--- src/rtl/boot_host.sv ---
// Host side of the CPU boot protocol: streams a ROM image to the bootloader over
// UART 8N1 and can check the RAM dump that the CPU echoes back.
module boot_host #(
    parameter int CLKS_PER_BIT = 10416,
    parameter int N_WORDS      = 64,
    parameter int ADR_W        = 6,
    parameter int TIMEOUT_BITS = 64
) (
    input  logic             clk,
    input  logic             rst,
    input  logic             ce,
    input  logic             start,
    input  logic             verify_en,
    output logic [ADR_W-1:0] img_adr,
    input  logic [15:0]      img_data,
    output logic             tx,
    input  logic             rx,
    output logic             scan_memory,
    output logic             busy,
    output logic             done,
    output logic             error,
    output logic [ADR_W:0]   err_count
);
    localparam int CNT_W   = $clog2(CLKS_PER_BIT + 1);
    localparam int TMO_CYC = TIMEOUT_BITS * CLKS_PER_BIT;
    localparam int TMO_W   = $clog2(TMO_CYC + 1);
    localparam int ERR_W   = ADR_W + 1;
    localparam logic [CNT_W-1:0] BIT_LAST  = CNT_W'(CLKS_PER_BIT - 1);
    localparam logic [CNT_W-1:0] HALF_LAST = CNT_W'(CLKS_PER_BIT / 2 - 1);
    localparam logic [TMO_W-1:0] TMO_LAST  = TMO_W'(TMO_CYC - 1);
    localparam logic [ADR_W-1:0] ADR_LAST  = ADR_W'(N_WORDS - 1);
    localparam logic [ERR_W-1:0] ERR_MAX   = ERR_W'(N_WORDS);

    localparam logic [2:0] IDLE     = 3'd0;
    localparam logic [2:0] FETCH    = 3'd1;
    localparam logic [2:0] SEND_HI  = 3'd2;
    localparam logic [2:0] SEND_LO  = 3'd3;
    localparam logic [2:0] SCAN_REQ = 3'd4;
    localparam logic [2:0] RECV     = 3'd5;
    localparam logic [2:0] FINISH   = 3'd6;

    localparam logic [1:0] HUNT     = 2'd0;
    localparam logic [1:0] RX_START = 2'd1;
    localparam logic [1:0] RX_DATA  = 2'd2;
    localparam logic [1:0] RX_STOP  = 2'd3;

    logic [2:0]       state;
    logic [CNT_W-1:0] clk_cnt;
    logic [3:0]       bit_idx;
    logic [15:0]      word_q;
    logic [7:0]       tx_byte;
    logic             verify_q;
    logic [7:0]       hi_q;
    logic             have_hi;
    logic [TMO_W-1:0] tmo_cnt;

    logic             rx_s1;
    logic             rx_s2;
    logic             rx_s3;
    logic [1:0]       rx_phase;
    logic [CNT_W-1:0] rx_cnt;
    logic [2:0]       rx_bit;
    logic [7:0]       rx_byte;
    logic             rx_armed;
    logic             start_det;
    logic             stop_hit;
    logic             byte_vld;
    logic             frame_err;

    assign busy        = (state != IDLE) && (state != FINISH);
    assign done        = (state == FINISH);
    assign scan_memory = (state == SCAN_REQ);
    assign rx_armed    = (state == SCAN_REQ) || (state == RECV);
    assign start_det   = rx_armed && (rx_phase == HUNT) && rx_s3 && !rx_s2;
    assign stop_hit    = (rx_phase == RX_STOP) && (rx_cnt == BIT_LAST);
    assign byte_vld    = stop_hit && rx_s2;
    assign frame_err   = stop_hit && !rx_s2;

    // Line level is decoded straight from registered state so reset idles it at once.
    always_comb begin
        tx_byte = (state == SEND_HI) ? word_q[15:8] : word_q[7:0];
        tx      = 1'b1;
        if (state == SEND_HI || state == SEND_LO) begin
            if (bit_idx == 4'd0)
                tx = 1'b0;
            else if (bit_idx <= 4'd8)
                tx = tx_byte[3'(bit_idx - 4'd1)];
        end
    end

    always_ff @(posedge clk or posedge rst) begin
        if (rst) begin
            rx_s1    <= 1'b1;
            rx_s2    <= 1'b1;
            rx_s3    <= 1'b1;
            rx_phase <= HUNT;
            rx_cnt   <= '0;
            rx_bit   <= '0;
            rx_byte  <= '0;
        end else if (ce) begin
            rx_s1 <= rx;
            rx_s2 <= rx_s1;
            rx_s3 <= rx_s2;
            if (!rx_armed) begin
                rx_phase <= HUNT;
            end else begin
                case (rx_phase)
                    HUNT: if (start_det) begin
                        rx_phase <= RX_START;
                        rx_cnt   <= '0;
                    end
                    RX_START: if (rx_cnt == HALF_LAST) begin
                        rx_cnt   <= '0;
                        rx_bit   <= '0;
                        rx_phase <= rx_s2 ? HUNT : RX_DATA;
                    end else rx_cnt <= rx_cnt + 1'b1;
                    RX_DATA: if (rx_cnt == BIT_LAST) begin
                        rx_cnt  <= '0;
                        rx_byte <= {rx_s2, rx_byte[7:1]};
                        rx_bit  <= rx_bit + 1'b1;
                        if (rx_bit == 3'd7) rx_phase <= RX_STOP;
                    end else rx_cnt <= rx_cnt + 1'b1;
                    default: if (rx_cnt == BIT_LAST) rx_phase <= HUNT;
                             else rx_cnt <= rx_cnt + 1'b1;
                endcase
            end
        end
    end

    always_ff @(posedge clk or posedge rst) begin
        if (rst) begin
            state     <= IDLE;
            img_adr   <= '0;
            clk_cnt   <= '0;
            bit_idx   <= '0;
            word_q    <= '0;
            verify_q  <= 1'b0;
            hi_q      <= '0;
            have_hi   <= 1'b0;
            tmo_cnt   <= '0;
            error     <= 1'b0;
            err_count <= '0;
        end else if (ce) begin
            case (state)
                IDLE: if (start) begin
                    error     <= 1'b0;
                    err_count <= '0;
                    img_adr   <= '0;
                    clk_cnt   <= '0;
                    bit_idx   <= '0;
                    have_hi   <= 1'b0;
                    verify_q  <= verify_en;
                    state     <= FETCH;
                end
                FETCH: state <= SEND_HI;
                SEND_HI, SEND_LO: begin
                    // ROM output has settled by the first start-bit cycle.
                    if (state == SEND_HI && bit_idx == 4'd0 && clk_cnt == '0)
                        word_q <= img_data;
                    if (clk_cnt == BIT_LAST) begin
                        clk_cnt <= '0;
                        if (bit_idx == 4'd9) begin
                            bit_idx <= '0;
                            if (state == SEND_HI) begin
                                state <= SEND_LO;
                            end else if (img_adr == ADR_LAST) begin
                                img_adr <= '0;
                                state   <= verify_q ? SCAN_REQ : FINISH;
                            end else begin
                                img_adr <= img_adr + 1'b1;
                                state   <= FETCH;
                            end
                        end else begin
                            bit_idx <= bit_idx + 1'b1;
                        end
                    end else begin
                        clk_cnt <= clk_cnt + 1'b1;
                    end
                end
                SCAN_REQ, RECV: begin
                    if (state == SCAN_REQ) begin
                        tmo_cnt <= '0;
                        if (clk_cnt == BIT_LAST) begin
                            clk_cnt <= '0;
                            state   <= RECV;
                        end else clk_cnt <= clk_cnt + 1'b1;
                    end else if (start_det) tmo_cnt <= '0;
                    else tmo_cnt <= tmo_cnt + 1'b1;

                    // Later assignments to state take precedence over the scan timer.
                    if (frame_err) begin
                        error <= 1'b1;
                        state <= FINISH;
                    end else if (byte_vld) begin
                        if (!have_hi) begin
                            hi_q    <= rx_byte;
                            have_hi <= 1'b1;
                        end else begin
                            have_hi <= 1'b0;
                            if ({hi_q, rx_byte} != img_data) begin
                                error <= 1'b1;
                                if (err_count != ERR_MAX) err_count <= err_count + 1'b1;
                            end
                            if (img_adr == ADR_LAST) state <= FINISH;
                            else img_adr <= img_adr + 1'b1;
                        end
                    end else if (state == RECV && tmo_cnt == TMO_LAST) begin
                        error <= 1'b1;
                        state <= FINISH;
                    end
                end
                default: state <= IDLE;
            endcase
        end
    end
endmodule
--- config.mk ---
export PLATFORM = sky130hd
export DESIGN_NAME = boot_host
export DESIGN_NICKNAME = d
export VERILOG_FILES = /design/src/rtl/boot_host.sv
export SDC_FILE = /design/constraint.sdc
export NUM_CORES = 1
export LEC_CHECK = 0
export CAP_MARGIN = 10
export CORE_UTILIZATION = 50
export CTS_CLUSTER_DIAMETER = 40
export DETAILED_ROUTE_END_ITERATION = 16
export HOLD_SLACK_MARGIN = 0.06
export PLACE_DENSITY = 0.75
export RECOVER_POWER = 50
export SLEW_MARGIN = 20
export SYNTH_ARGS = -nofsm -noshare
export SYNTH_HDL_FRONTEND = slang
export SYNTH_SLANG_ARGS = --single-unit
export TNS_END_PERCENT = 10
--- constraint.sdc ---
create_clock -name clk -period 4.8 [get_ports clk]
set_input_delay 0.96 -clock clk [delete_from_list [all_inputs] [get_ports clk]]
set_output_delay 0.96 -clock clk [all_outputs]
set_load 0.01 [all_outputs]
==> qor.csv <==
metric;value;unit
Detailed Routing Iterations Pass 1;5;
CP Class;reg2out;
Final nets;696;
async set or reset register ratio after synthesis;1.000;
clk_lat worst skew;360;ps
FMAX;0.2278;GHz
startpoint types;register;
Final Cell Area;6939;um^2
Hold WS;513.2;ps
commonest non-fill, non-tap cell in the layout;dfrtp_1;
crit-path leading delay family;multiplexers;
worst stage delay on the critical path;570;ps
Arrival @ worst endpoint;3430;ps
Worst Tran Pin Value;2696;ps
CTS tree;done;
# DRC;0;
Final Cycle Share;0.9147;
largest net degree at the start of global routing;61;
Slew HR;-0.8073;
Final Max Slew Viols;61;
setup TNS;0;ps
Place WS;759.2;ps
Pleak;3.035;nW
Die H;112.9;um
antenna viol nets, final;0;
final wirelength;13260;um
flops & latches, synth;111;
synthesis-to-layout area growth;12.93;%
1st-iter DRT viols;312;
crit-path cells;or2b_2, nor2_1, mux4_2, mux4_2, a21oi_1, o21ai_0, clkdlybuf4s50_1;
# resized after CTS;0;
Min-Delay Path Class;reg2reg;
core area;12010;um^2
status;finished, violations left;
VDD IR max;162.3;uV
Syn. warnings;0;
Post-DP HPWL;9606;um
fin crit period;4390;ps
RSZ-0062 raised after global routing;no;
initial core utilization;0.5116;
Most used DFF post-synth;dfrtp_1;
CTS buffer count;9;
GRT Residual Overflow;0;
sequential share of the synthesized area;0.4527;
hold_buf cts;0;
Cells after Synth;618;
# diodes;0;
PortBufs;39;
Row Count;40;
Net Count, Synth;659;
clock slew at reported path FFs;80;ps
top post-synthesis cells by area;dfrtp_1 (44%), mux2_2 (7.0%), nor2_1 (4.0%);
clock root buffer;clkbuf_16;
setup bufs post-CTS;0;
share of cells above drive strength 1;0.1318;
post-synth cell types;61;
PD cells;369.5;nW/um^2
worst-path fanout max;8;
routed len/inst;16.43;um
Final setup viols;0;
CTS H-Tree Depth;3;
Die W;112.9;um
initial antenna violation count;0;
Max Cap Viol;1;
Yosys top cell by area;dfrtp_1;
Worst Slack Setup Final;409.6;ps
full die area;12740;um^2
mean cell area of the mapped netlist;9.943;um^2
# IOs;40;
Sink Count;111;
crit path capture type;output port;
Post-Syn Area;6145;um^2
Final Hold Fails;0;
Placed Area;6651;um^2
most frequent cells in the layout;dfrtp_1 (108), nor2_1 (64), nand2_1 (55), mux2_2 (38), o21ai_0 (37);
clock buffer depth;2;
GP Congestion;0.8197;
CP dominant cell by count;mux4_2;
Post-synth EDFFs;0;
Synth top area share;0.4398;
vias in the first global route;4707;
Via density;5.931;
Critical Path RT;3840;ps
first-pass GRT wire length;22960;um
gr usage total;0.2255;
slowest stage cell, crit path;mux4_2;
violated checks;max-capacitance violations, max-slew violations;
Overall Power;0.002564;W
Max Clock Skew;6.907;ps
total vias in the final route;4786;
CP Buf/Inv Count;1;
## kinds of logic after synthesis
| kind of cell | synth area share |
|---|---|
| simple gates | 0.2160 |
| flops | 0.4527 |
| compound gates | 0.1049 |
| xor+xnor | 0.06414 |
| buf+inv | 0.03401 |
| mux | 0.08960 |
| fa+ha+maj | 0.03869 |
## state kept, by name (all words and copies together), names as in the netlist
signal	cells
tmo_cnt	20
word_q	16
clk_cnt	14
rx_cnt	14
hi_q	8
rx_byte	8
err_count	7
img_adr	6
bit_idx	4
rx_bit	3
state	3
rx_phase	2
error	1
have_hi	1
rx_s1	1
rx_s2	1
rx_s3	1
verify_q	1
## power breakdown
group	internal (W)	leakage [nW]	switching, W	total, W
clock network	0.000370	0.146	0.000382	0.000752
registers	0.00104	1.50	0.000141	0.00118
logic	0.000285	1.39	0.000343	0.000628
total	0.00170	3.03	0.000866	0.00256
## path summary, 6_finish.rpt
kind | cells past startpoint | endpoint | startpoint | slack, ps
max | 7 | tx | state[1] | 410
min | 1 | word_q[6] | word_q[6] | 510
max in group asynchronous | 3 | word_q[6] | rst | 1400
max reg2reg | 7 | img_adr[5] | rx_cnt[0] | 2030
min in group asynchronous | 2 | hi_q[6] | rst | 1810
min reg2reg | 1 | word_q[6] | word_q[6] | 510
## cell type report
type | count | area [um^2]
multi-input combinational | 463 | 3157
inverter | 25 | 95.09
tap | 147 | 183.9
timing repair buffer | 45 | 430.4
clock buffer | 9 | 225.2
fill | 999 | 5072
clock inverter | 7 | 66.31
sequential | 111 | 2781
## layer usage
metal,routed length (um),track usage,part of all wire,up-vias
met3,555,0.03321,0.042,15
met4,215,0.08509,0.016,0
li1,-,-,-,2286
met1,6152,0.3128,0.46,2366
met2,6337,0.3605,0.48,119
met5,0,0,0,-
## cell usage after synthesis, types with 2 or more instances
master     count
dfrtp_1      108
nor2_1        65
nand2_1       55
mux2_2        38
o21ai_0       37
nand3_1       29
inv_1         25
xor2_1        23
xnor2_1       22
a21oi_1       20
ha_1          19
nand4_1       15
clkbuf_1      13
nor3_1        13
o31ai_1       12
and3_1        11
or3_1         10
nor2b_1        7
nand2b_1       6
or2_2          6
or4_1          6
a31oi_1        5
mux4_2         5
nor4_1         5
o41ai_1        4
a211o_1        3
buf_6          3
dfstp_2        3
nand4b_1       3
o21ai_1        3
a22o_1         2
and4_1         2
clkbuf_8       2
nand3b_1       2
nor4_4         2
nor4bb_1       2
o2111ai_1      2
o211ai_1       2
o21bai_1       2
o2bb2ai_1      2
or2_1          2
or2b_2         2
or4_4          2
## per-stage QoR
stage,std cells,utilization
CTS,807,0.5780
floorplan,618,-
global placement,791,0.5538
global route,807,0.5777
finish,807,0.5777
detailed placement,791,0.5538
## worst register-to-register path, cell delays in order, from the launching register on
cell	delay, ps
dfrtp_1	380
ha_1	210
nand4bb_1	220
nor4_4	490
a31oi_2	200
a2111o_1	560
or4_4	560
o211ai_2	80
No activity file was read; power rests on OpenSTA's default activity.
